$ cat config.mk
export PLATFORM = sky130hd
export DESIGN_NAME = bcd_scan_7seg_flat
export DESIGN_NICKNAME = d
export VERILOG_FILES = /design/src/rtl/bcd_scan_7seg_if.sv /design/src/rtl/bcd_scan_7seg.sv /design/src/flat_wrapper.sv
export SDC_FILE = /design/constraint.sdc
export NUM_CORES = 1
export LEC_CHECK = 0
export ABC_AREA = 1
export CAP_MARGIN = 10
export CORE_MARGIN = 8
export CORE_UTILIZATION = 30
export DETAILED_ROUTE_END_ITERATION = 16
export SYNTH_ARGS = -nofsm -noshare
export SYNTH_HDL_FRONTEND = slang
export SYNTH_SLANG_ARGS = --single-unit
$ cat constraint.sdc
create_clock -name clk -period 1.5 [get_ports clk]
set_input_delay 0.3 -clock clk [delete_from_list [all_inputs] [get_ports clk]]
set_output_delay 0.3 -clock clk [all_outputs]
set_load 0.03 [all_outputs]
$ cat src/rtl/bcd_scan_7seg_if.sv
// Display-driver bus: BCD load strobe in, multiplexed segment/digit drive and error flag out.
interface bcd_scan_7seg_if;
  logic [7:0] bcd_in;
  logic       bcd_valid;
  logic [7:0] seg;
  logic [1:0] dig;
  logic       err;

  // Upstream producer / display consumer side.
  modport master (
    output bcd_in,
    output bcd_valid,
    input  seg,
    input  dig,
    input  err
  );

  // Display driver side.
  modport slave (
    input  bcd_in,
    input  bcd_valid,
    output seg,
    output dig,
    output err
  );
endinterface

$ cat src/rtl/bcd_scan_7seg.sv
// Two-digit multiplexed 7-segment driver. The BCD word is captured into a shadow register and
// copied to the active register only at frame boundaries, so a frame never mixes two words.
// Each digit slot begins with a blank interval so the previous digit's pattern cannot ghost.
module bcd_scan_7seg #(
  parameter int unsigned SCAN_DIV   = 50000,
  parameter int unsigned BLANK_CYC  = 500,
  parameter bit          ACTIVE_LOW = 1'b1,
  parameter bit          BLANK_LZ   = 1'b1
) (
  input logic             clk,
  input logic             rst_n,
  bcd_scan_7seg_if.slave  disp_io
);

  localparam int unsigned CntW = $clog2(SCAN_DIV);
  localparam logic [CntW-1:0] CntMax   = CntW'(SCAN_DIV - 1);
  localparam logic [CntW-1:0] BlankEnd = CntW'(BLANK_CYC);
  localparam logic [7:0] SegOff = ACTIVE_LOW ? 8'hFF : 8'h00;
  localparam logic [1:0] DigOff = ACTIVE_LOW ? 2'b11 : 2'b00;

  logic [CntW-1:0] cnt_q, cnt_d;
  logic            idx_q, idx_d;
  logic [7:0]      shadow_q, shadow_d;
  logic            pend_q, pend_d;
  logic [7:0]      active_q, active_d;
  logic [7:0]      seg_q, seg_d;
  logic [1:0]      dig_q, dig_d;
  logic            err_q, err_d;

  logic       wrap;
  logic       frame_end;
  logic [3:0] nib;
  logic       lz_blank;
  logic [7:0] seg_hi;
  logic [1:0] dig_hi;

  // Active-high segment pattern; a..g in bits 0..6, dash for non-decimal nibbles.
  function automatic logic [6:0] seg_decode(input logic [3:0] n);
    logic [6:0] p;
    case (n)
      4'd0:    p = 7'h3F;
      4'd1:    p = 7'h06;
      4'd2:    p = 7'h5B;
      4'd3:    p = 7'h4F;
      4'd4:    p = 7'h66;
      4'd5:    p = 7'h6D;
      4'd6:    p = 7'h7D;
      4'd7:    p = 7'h07;
      4'd8:    p = 7'h7F;
      4'd9:    p = 7'h6F;
      default: p = 7'h40;
    endcase
    return p;
  endfunction

  assign wrap      = (cnt_q == CntMax);
  assign frame_end = wrap & idx_q;

  // Slot counter and digit index; index flips on every counter wrap.
  always_comb begin
    cnt_d = wrap ? '0 : cnt_q + 1'b1;
    idx_d = wrap ? ~idx_q : idx_q;
  end

  // Double buffer: a strobe always lands in the shadow; a strobe on the boundary cycle stays
  // pending because the transfer below reads the pre-edge shadow.
  always_comb begin
    shadow_d = shadow_q;
    pend_d   = pend_q;
    active_d = active_q;
    if (frame_end && pend_q) begin
      active_d = shadow_q;
      pend_d   = 1'b0;
    end
    if (disp_io.bcd_valid) begin
      shadow_d = disp_io.bcd_in;
      pend_d   = 1'b1;
    end
  end

  // Output pattern for the current slot, computed in active-high form then polarity-adjusted.
  always_comb begin
    nib      = idx_q ? active_q[7:4] : active_q[3:0];
    lz_blank = BLANK_LZ && idx_q && (active_q[7:4] == 4'd0);
    seg_hi   = 8'h00;
    dig_hi   = 2'b00;
    if (!lz_blank) begin
      seg_hi = {1'b0, seg_decode(nib)};
      if (cnt_q >= BlankEnd) begin
        dig_hi = idx_q ? 2'b10 : 2'b01;
      end
    end
    seg_d = ACTIVE_LOW ? ~seg_hi : seg_hi;
    dig_d = ACTIVE_LOW ? ~dig_hi : dig_hi;
    err_d = (active_q[7:4] > 4'd9) || (active_q[3:0] > 4'd9);
  end

  // Scan timing and word buffering state.
  always_ff @(posedge clk or negedge rst_n) begin
    if (!rst_n) begin
      cnt_q    <= '0;
      idx_q    <= 1'b0;
      shadow_q <= 8'h00;
      pend_q   <= 1'b0;
      active_q <= 8'h00;
    end else begin
      cnt_q    <= cnt_d;
      idx_q    <= idx_d;
      shadow_q <= shadow_d;
      pend_q   <= pend_d;
      active_q <= active_d;
    end
  end

  // Registered display outputs; reset drives them to the off level immediately.
  always_ff @(posedge clk or negedge rst_n) begin
    if (!rst_n) begin
      seg_q <= SegOff;
      dig_q <= DigOff;
      err_q <= 1'b0;
    end else begin
      seg_q <= seg_d;
      dig_q <= dig_d;
      err_q <= err_d;
    end
  end

  assign disp_io.seg = seg_q;
  assign disp_io.dig = dig_q;
  assign disp_io.err = err_q;

endmodule
$ cat src/flat_wrapper.sv
// flat-port wrapper written by rule: the top's interface ports become plain ports
module bcd_scan_7seg_flat 
#(
  parameter int unsigned SCAN_DIV   = 50000,
  parameter int unsigned BLANK_CYC  = 500,
  parameter bit          ACTIVE_LOW = 1'b1,
  parameter bit          BLANK_LZ   = 1'b1
)
  (clk, rst_n, disp_io_bcd_in, disp_io_bcd_valid, disp_io_seg, disp_io_dig, disp_io_err);
  bcd_scan_7seg_if disp_io_i ();
  input logic clk;
  input logic rst_n;
  input wire logic [$bits(disp_io_i.bcd_in)-1:0] disp_io_bcd_in;
  input wire logic [$bits(disp_io_i.bcd_valid)-1:0] disp_io_bcd_valid;
  output wire logic [$bits(disp_io_i.seg)-1:0] disp_io_seg;
  output wire logic [$bits(disp_io_i.dig)-1:0] disp_io_dig;
  output wire logic [$bits(disp_io_i.err)-1:0] disp_io_err;
  assign disp_io_i.bcd_in = disp_io_bcd_in;
  assign disp_io_i.bcd_valid = disp_io_bcd_valid;
  assign disp_io_seg = disp_io_i.seg;
  assign disp_io_dig = disp_io_i.dig;
  assign disp_io_err = disp_io_i.err;
  bcd_scan_7seg #(.SCAN_DIV(SCAN_DIV), .BLANK_CYC(BLANK_CYC), .ACTIVE_LOW(ACTIVE_LOW), .BLANK_LZ(BLANK_LZ)) u_core (.clk(clk), .rst_n(rst_n), .disp_io(disp_io_i));
endmodule
Yosys cells after proc, flatten, opt, wreduce, memory -nomap -nowiden
Memories as Yosys holds them, arrays and structs flattened.
Index checks and enable logic that the tools add are counted.
{"block": "word_totals", "ff_bits": 45, "mem_bits_ro": 112, "in_bits": 11, "out_inout_bits": 11, "elab_cells": 31, "mem_count": 1}
{"name": "(name not given)", "words": 16, "word_bits": 7, "read_ports": 1, "rd_clocked_by_memory_dff": 0, "wr": 0, "line_no": "bcd_scan_7seg.sv:40", "text": "case (n)"}
{"block": "classes", "addsub": 1, "n_lt_le_gt_ge": 3, "eq_ne": 1, "n_mux": 8, "n_bitwise": 4, "n_reduce_logical": 5}
{"op": "$add A16 B1 Y16 const B", "n": 1}
{"op": "$eq A16 B16 Y1 const B", "n": 1}
{"op": "$ge A16 B9 Y1 const B", "n": 1}
{"op": "$mux W16", "n": 1}
{"op": "$gt A4 B4 Y1 const B", "n": 2}
{"op": "$not A8 Y8", "n": 1}
{"op": "$mux W7", "n": 1}
{"op": "$mux W2", "n": 3}
{"op": "$logic_not A4 Y1", "n": 1}
{"op": "$mux W4", "n": 1}
{"op": "$logic_and A1 B1 Y1", "n": 2}
{"op": "$mux W1", "n": 2}
{"op": "$not A2 Y2", "n": 1}
{"op": "$reduce_bool A2 Y1", "n": 1}
{"op": "$and A1 B1 Y1", "n": 1}
{"op": "$logic_or A1 B1 Y1", "n": 1}
{"op": "$not A1 Y1", "n": 1}

Logic depth before layout (Yosys ltp)
Gate-level depths: netlist (run 1).
{"block": "depth", "depth_word": 5, "depth_mapped": 10}

Least setup slack after synthesis (run 1)
OpenSTA, ideal clock, no wires.
{"block": "synth_timing", "kind": "flip-flop to flip-flop", "startpoint": "register u_core.idx_q", "endpoint": "register u_core.seg_q[0] (netlist: u_core.disp_io.seg[0])", "arrival_ps": 1447, "required_ps": 1418, "setup_slack_ps": -29, "stages_incl_launch_ff": 9, "path_buffers": 1, "period_less_slack_ps": 1529, "path_cell_list": "dfrtp_1 > buf_4 > o21ai_0 > inv_1 > ha_1 > inv_1 > nand2_1 > o211ai_1 > nand2_1"}
{"block": "synth_via", "elab_chain_len": 4, "word_cells_on_any_way": 5, "cone_classes": "mux: 2; bitwise: 1; reduce/logical: 1; memory: 1"}
{"element": "from (decl)", "line_no": "bcd_scan_7seg.sv:22", "text": "logic idx_q, idx_d;"}
{"element": "from (signal assigned)", "line_no": "bcd_scan_7seg.sv:108", "text": "idx_q <= idx_d;"}
{"element": "$mux W4", "line_no": "bcd_scan_7seg.sv:83", "text": "nib = idx_q ? active_q[7:4] : active_q[3:0];"}
{"element": "$mem_v2 Z16 W7"}
{"element": "$mux W7 (*)", "line_no": "bcd_scan_7seg.sv:87", "text": "if (!lz_blank) begin"}
{"element": "$not A8 Y8 (*)", "line_no": "bcd_scan_7seg.sv:93", "text": "seg_d = ACTIVE_LOW ? ~seg_hi : seg_hi;"}
{"element": "net u_core.seg_d[0]", "line_no": "bcd_scan_7seg.sv:26", "text": "logic [7:0] seg_q, seg_d;"}
{"element": "to (signal assigned)", "line_no": "bcd_scan_7seg.sv:118", "text": "seg_q <= SegOff;"}
{"element": "to (signal assigned)", "line_no": "bcd_scan_7seg.sv:122", "text": "seg_q <= seg_d;"}
{"element": "to (decl)", "line_no": "bcd_scan_7seg.sv:26"}
The timed path passes the listed nets; every way through them passes the cells marked *.
A chain may end at the register's enable or synchronous reset.

Worst setup path in the final report (run 1)
{"block": "layout_timing", "startpoint": "register u_core.cnt_q[0]", "endpoint": "register u_core.active_q[7]"}
{"block": "layout_via", "elab_chain_len": 3}
{"element": "from (decl)", "line_no": "bcd_scan_7seg.sv:21", "text": "logic [CntW-1:0] cnt_q, cnt_d;"}
{"element": "from (signal assigned)", "line_no": "bcd_scan_7seg.sv:107", "text": "cnt_q <= cnt_d;"}
{"element": "$eq A16 B16 Y1", "line_no": "bcd_scan_7seg.sv:56", "text": "assign wrap = (cnt_q == CntMax);"}
{"element": "$and A1 B1 Y1", "line_no": "bcd_scan_7seg.sv:57", "text": "assign frame_end = wrap & idx_q;"}
{"element": "$logic_and A1 B1 Y1", "line_no": "bcd_scan_7seg.sv:71", "text": "if (frame_end && pend_q) begin"}
{"element": "to (signal assigned)", "line_no": "bcd_scan_7seg.sv:111", "text": "active_q <= active_d;"}
{"element": "to (decl)", "line_no": "bcd_scan_7seg.sv:25", "text": "logic [7:0] active_q, active_d;"}
No other way between the ends.

==> results of run 1 <==
power by group:
| group | switching [mW] | leakage (nW) | total (mW) | internal (mW) |
|---|---|---|---|---|
| combinational | 0.0459 | 0.767 | 0.0860 | 0.0401 |
| sequential | 0.0118 | 0.545 | 1.22 | 1.21 |
| clock | 0.437 | 0.0548 | 0.939 | 0.502 |
kinds of logic after synthesis:
kind of cell,after synthesis
AOI/OAI and AO/OA,17
xor gates and xnor gates,9
adders and majority gates,7
buffers and inverters,37
DFF,44
other,1
and+or+nand+nor,150
sequential cells by signal, summed over array words and instances (netlist names):
register,count
u_core.cnt_q,16
u_core.active_q,8
u_core.shadow_q,8
u_core.disp_io.seg,7
u_core.disp_io.dig,2
u_core.disp_io.err,1
u_core.idx_q,1
u_core.pend_q,1
cells in the final DEF (no fill, tap or decap), types with 5 or more instances in the layout:
cell type / Yosys / routed
sky130_fd_sc_hd__inv_1: 30 / 30
sky130_fd_sc_hd__nor2_1: 29 / 25
sky130_fd_sc_hd__clkbuf_8: 1 / 5
sky130_fd_sc_hd__buf_4: 2 / 15
sky130_fd_sc_hd__nand4_1: 10 / 10
sky130_fd_sc_hd__clkbuf_2: 0 / 6
sky130_fd_sc_hd__dfstp_2: 9 / 9
sky130_fd_sc_hd__nand2_1: 92 / 92
sky130_fd_sc_hd__nand3_1: 11 / 10
sky130_fd_sc_hd__dfrtp_1: 35 / 33
sky130_fd_sc_hd__o21ai_0: 8 / 7
sky130_fd_sc_hd__xor2_1: 9 / 9
sky130_fd_sc_hd__clkdlybuf4s50_1: 0 / 9
sky130_fd_sc_hd__ha_1: 7 / 7
critical path, cell delays in order, from the launching register on:
cell	delay, ps
sky130_fd_sc_hd__dfrtp_1	360
sky130_fd_sc_hd__ha_1	240
sky130_fd_sc_hd__nand3_2	140
sky130_fd_sc_hd__nor2_2	170
sky130_fd_sc_hd__nand4_2	220
sky130_fd_sc_hd__nand2_1	120
sky130_fd_sc_hd__nand2_1	60
cell type report:
class | count | area share (%)
inverters | 31 | 4.270
multi-input cells | 184 | 35.17
clock buffers | 5 | 2.525
repair buffers | 35 | 10.88
flip-flops and latches | 44 | 40.91
well taps | 99 | 4.545
clock inverters | 3 | 1.699
per-stage QoR:
step / setup slack (ps) / power (mW) / area [µm²]
after floorplan: 107.4 / 1.263 / 2196
after global placement: 42.01 / 1.325 / 2582
after detailed placement: -16.45 / 1.327 / 2582
after CTS: 6.190 / 2.281 / 2710
after global routing: -13.43 / 2.337 / 2725
final: 91.11 / 2.242 / 2725
timing repair:
action / CTS / global route
endpoints found under the setup margin: 10 / 25
resized for setup: 14 / 17
setup buffers: 0 / 0
hold buffers: 1 / 0
cloned: 0 / 0
endpoints found under the hold margin: 8 / 0
routing by layer:
metal | wire length [µm] | part of all wire (%) | vias to the layer above | GRT usage (%)
li1 | - | - | 892 | -
met1 | 2225 | 52 | 772 | 11.46
met2 | 1839 | 43 | 29 | 15.14
met3 | 135 | 3.1 | 6 | 2.405
met4 | 87 | 2.0 | 0 | 4.582
met5 | 0 | 0 | - | 0
how the worst min path moves through the flow:
| stage | start | slack (ps) | cells past startpoint | end |
|---|---|---|---|---|
| 3_3_place_gp | rst_n | 280 | 1 | u_core.cnt_q[5] |
| 3_5_place_dp | rst_n | 270 | 1 | u_core.cnt_q[4] |
| 6_report | rst_n | 460 | 2 | u_core.cnt_q[6] |
| 4_1_cts | rst_n | 480 | 2 | u_core.cnt_q[6] |
| 2_1_floorplan | rst_n | 4 | 0 | u_core.active_q[0] |
| 5_1_grt | u_core.shadow_q[4] | 510 | 2 | u_core.shadow_q[4] |
==> flow_summary.json, run 1 <==
{
  "final_antenna_net_count": 0,
  "crit_path_max_fanout": 8,
  "die_h_um": 101.6,
  "power.leakage_nw": 1.367,
  "mean_syn_cell_area_um2": 8.286,
  "yosys.cell_count.top_type": "sky130_fd_sc_hd__nand2_1",
  "ys.warnings.count": 0,
  "power.density_cell_area_nw_per_um2": 822.8,
  "holdCritPathClass": "primary input to asynchronous set/reset pin",
  "worst_setup_path_startpoint": "u_core.cnt_q[0]",
  "core_area_um2": 7176,
  "nFillCells": 734,
  "gpl.final_weighted_congestion": 0.8368,
  "place.port_buffers": 20,
  "r2r-end": "u_core.active_q[7]",
  "drt_pass1_iterations": 4,
  "syn_to_final_growth_pct": 24.10,
  "post_synth_xor_area_fraction_pct": 3.590,
  "synth.cell_area_um2": 2196,
  "final_cell_count_without_fillers": 401,
  "multi_input_comb_area_um2": 958.4,
  "r2r_setup_slack_ps": 90,
  "max-cap-violations": 0,
  "gate_count_after_technology_mapping": 265,
  "mappedNetlistNets": 283,
  "fin_crit_sh_pct": 93.93,
  "finalSetupViolCount": 0,
  "timing_hold_violations_final": 0,
  "fin_worst_hold_slack_ps": 458.8,
  "clock_path_buffers": 2,
  "postLayoutCoreUtil_pct": 37.98,
  "critPathLaunchType": "register",
  "seqCellArea_um2": 1115,
  "initial_core_util_pct": 30.60,
  "netlist_top_cells_area": "sky130_fd_sc_hd__dfrtp_1, sky130_fd_sc_hd__nand2_1, sky130_fd_sc_hd__dfstp_2",
  "top_reg_cell_synth": "sky130_fd_sc_hd__dfrtp_1",
  "synth_top_cell_area_share_pct": 39.89,
  "grt_remaining_overflow": 0,
  "slew_violations": 0,
  "seq_area_frac_synth_pct": 50.66,
  "run_status": "finished clean",
  "totalNegativeSetupSlack_ps": 0,
  "initialDrtViolationCount": 77,
  "std_cell_rows": 31,
  "dp.cells": 392,
  "worst_case_vdd_ir_drop_mv": 0.2884,
  "post_route_cells_drive_above_1_share_pct": 18.87,
  "postSynth.asyncResetShare_pct": 100.0,
  "drc": 0,
  "numnets_final": 319,
  "crit_required_ps": 1700,
  "dr_total_vias": 1699,
  "max_freq_mhz": 709.8,
  "io_pins": 22,
  "global_route_wire_length_before_repair_um": 7776,
  "synth-seq-cells": 44,
  "die-area_um2": 10310,
  "type_of_the_worst_setup_path": "register to register",
  "synthAdderAreaFrac_pct": 3.989,
  "cts_tree": "done",
  "area_fraction_in_compound_gates_after_synthesis_pct": 4.729,
  "route.detailed.vias_per_inst": 4.237,
  "synth.lib_cells_used.distinct": 26,
  "final_critical_path_required_period_ps": 1409,
  "ctsRootBufferMaster": "sky130_fd_sc_hd__clkbuf_8",
  "arrival_time_at_the_worst_endpoint_ps": 1610,
  "ys_top_cells_by_count": "sky130_fd_sc_hd__nand2_1, sky130_fd_sc_hd__dfrtp_1, sky130_fd_sc_hd__inv_1",
  "groute.usage.overall_pct": 9.422,
  "cts_made_buffers": 5,
  "tritoncts_num_sinks": 44,
  "worst_r2r_startpoint": "u_core.cnt_q[0]",
  "critical_path.endpoint": "u_core.active_q[7]",
  "antenna_cells": 0,
  "clk_latency_ps": 310,
  "dominant_combinational_cell_family_by_area_after_synthesis": "simple AND/OR/NAND/NOR gates",
  "first_global_vias": 1758,
  "synth_simple_gate_area_share_pct": 29.06,
  "htree_levels": 2,
  "critPathCaptureType": "register",
  "synthMuxAreaShare_pct": 0,
  "post_drt_wl_per_cell_um": 10.69,
  "antenna_found_initial": 0,
  "setup_repair_after_global_routing_missed_its_margin": "true",
  "clk_transition_reported_paths_ps": 90,
  "die_w_um": 101.6,
  "dp.final_hpwl_um": 3279,
  "synth-edff-count": 0,
  "finalClockSkew_ps": 10.86,
  "netlist.top_cell.by_area": "sky130_fd_sc_hd__dfrtp_1",
  "wl_um": 4288,
  "grt_max_degree": 19,
  "ff2ff_path_depth": 6
}
No activity file was read; power rests on OpenSTA's default activity.
==> run 2: changes to the inputs <==
- CTS_BUF_LIST: unset -> sky130_fd_sc_hd__clkbuf_8
==> results of run 2 <==
Same layout as run 1: the final DEF is identical, and so are final timing and power.
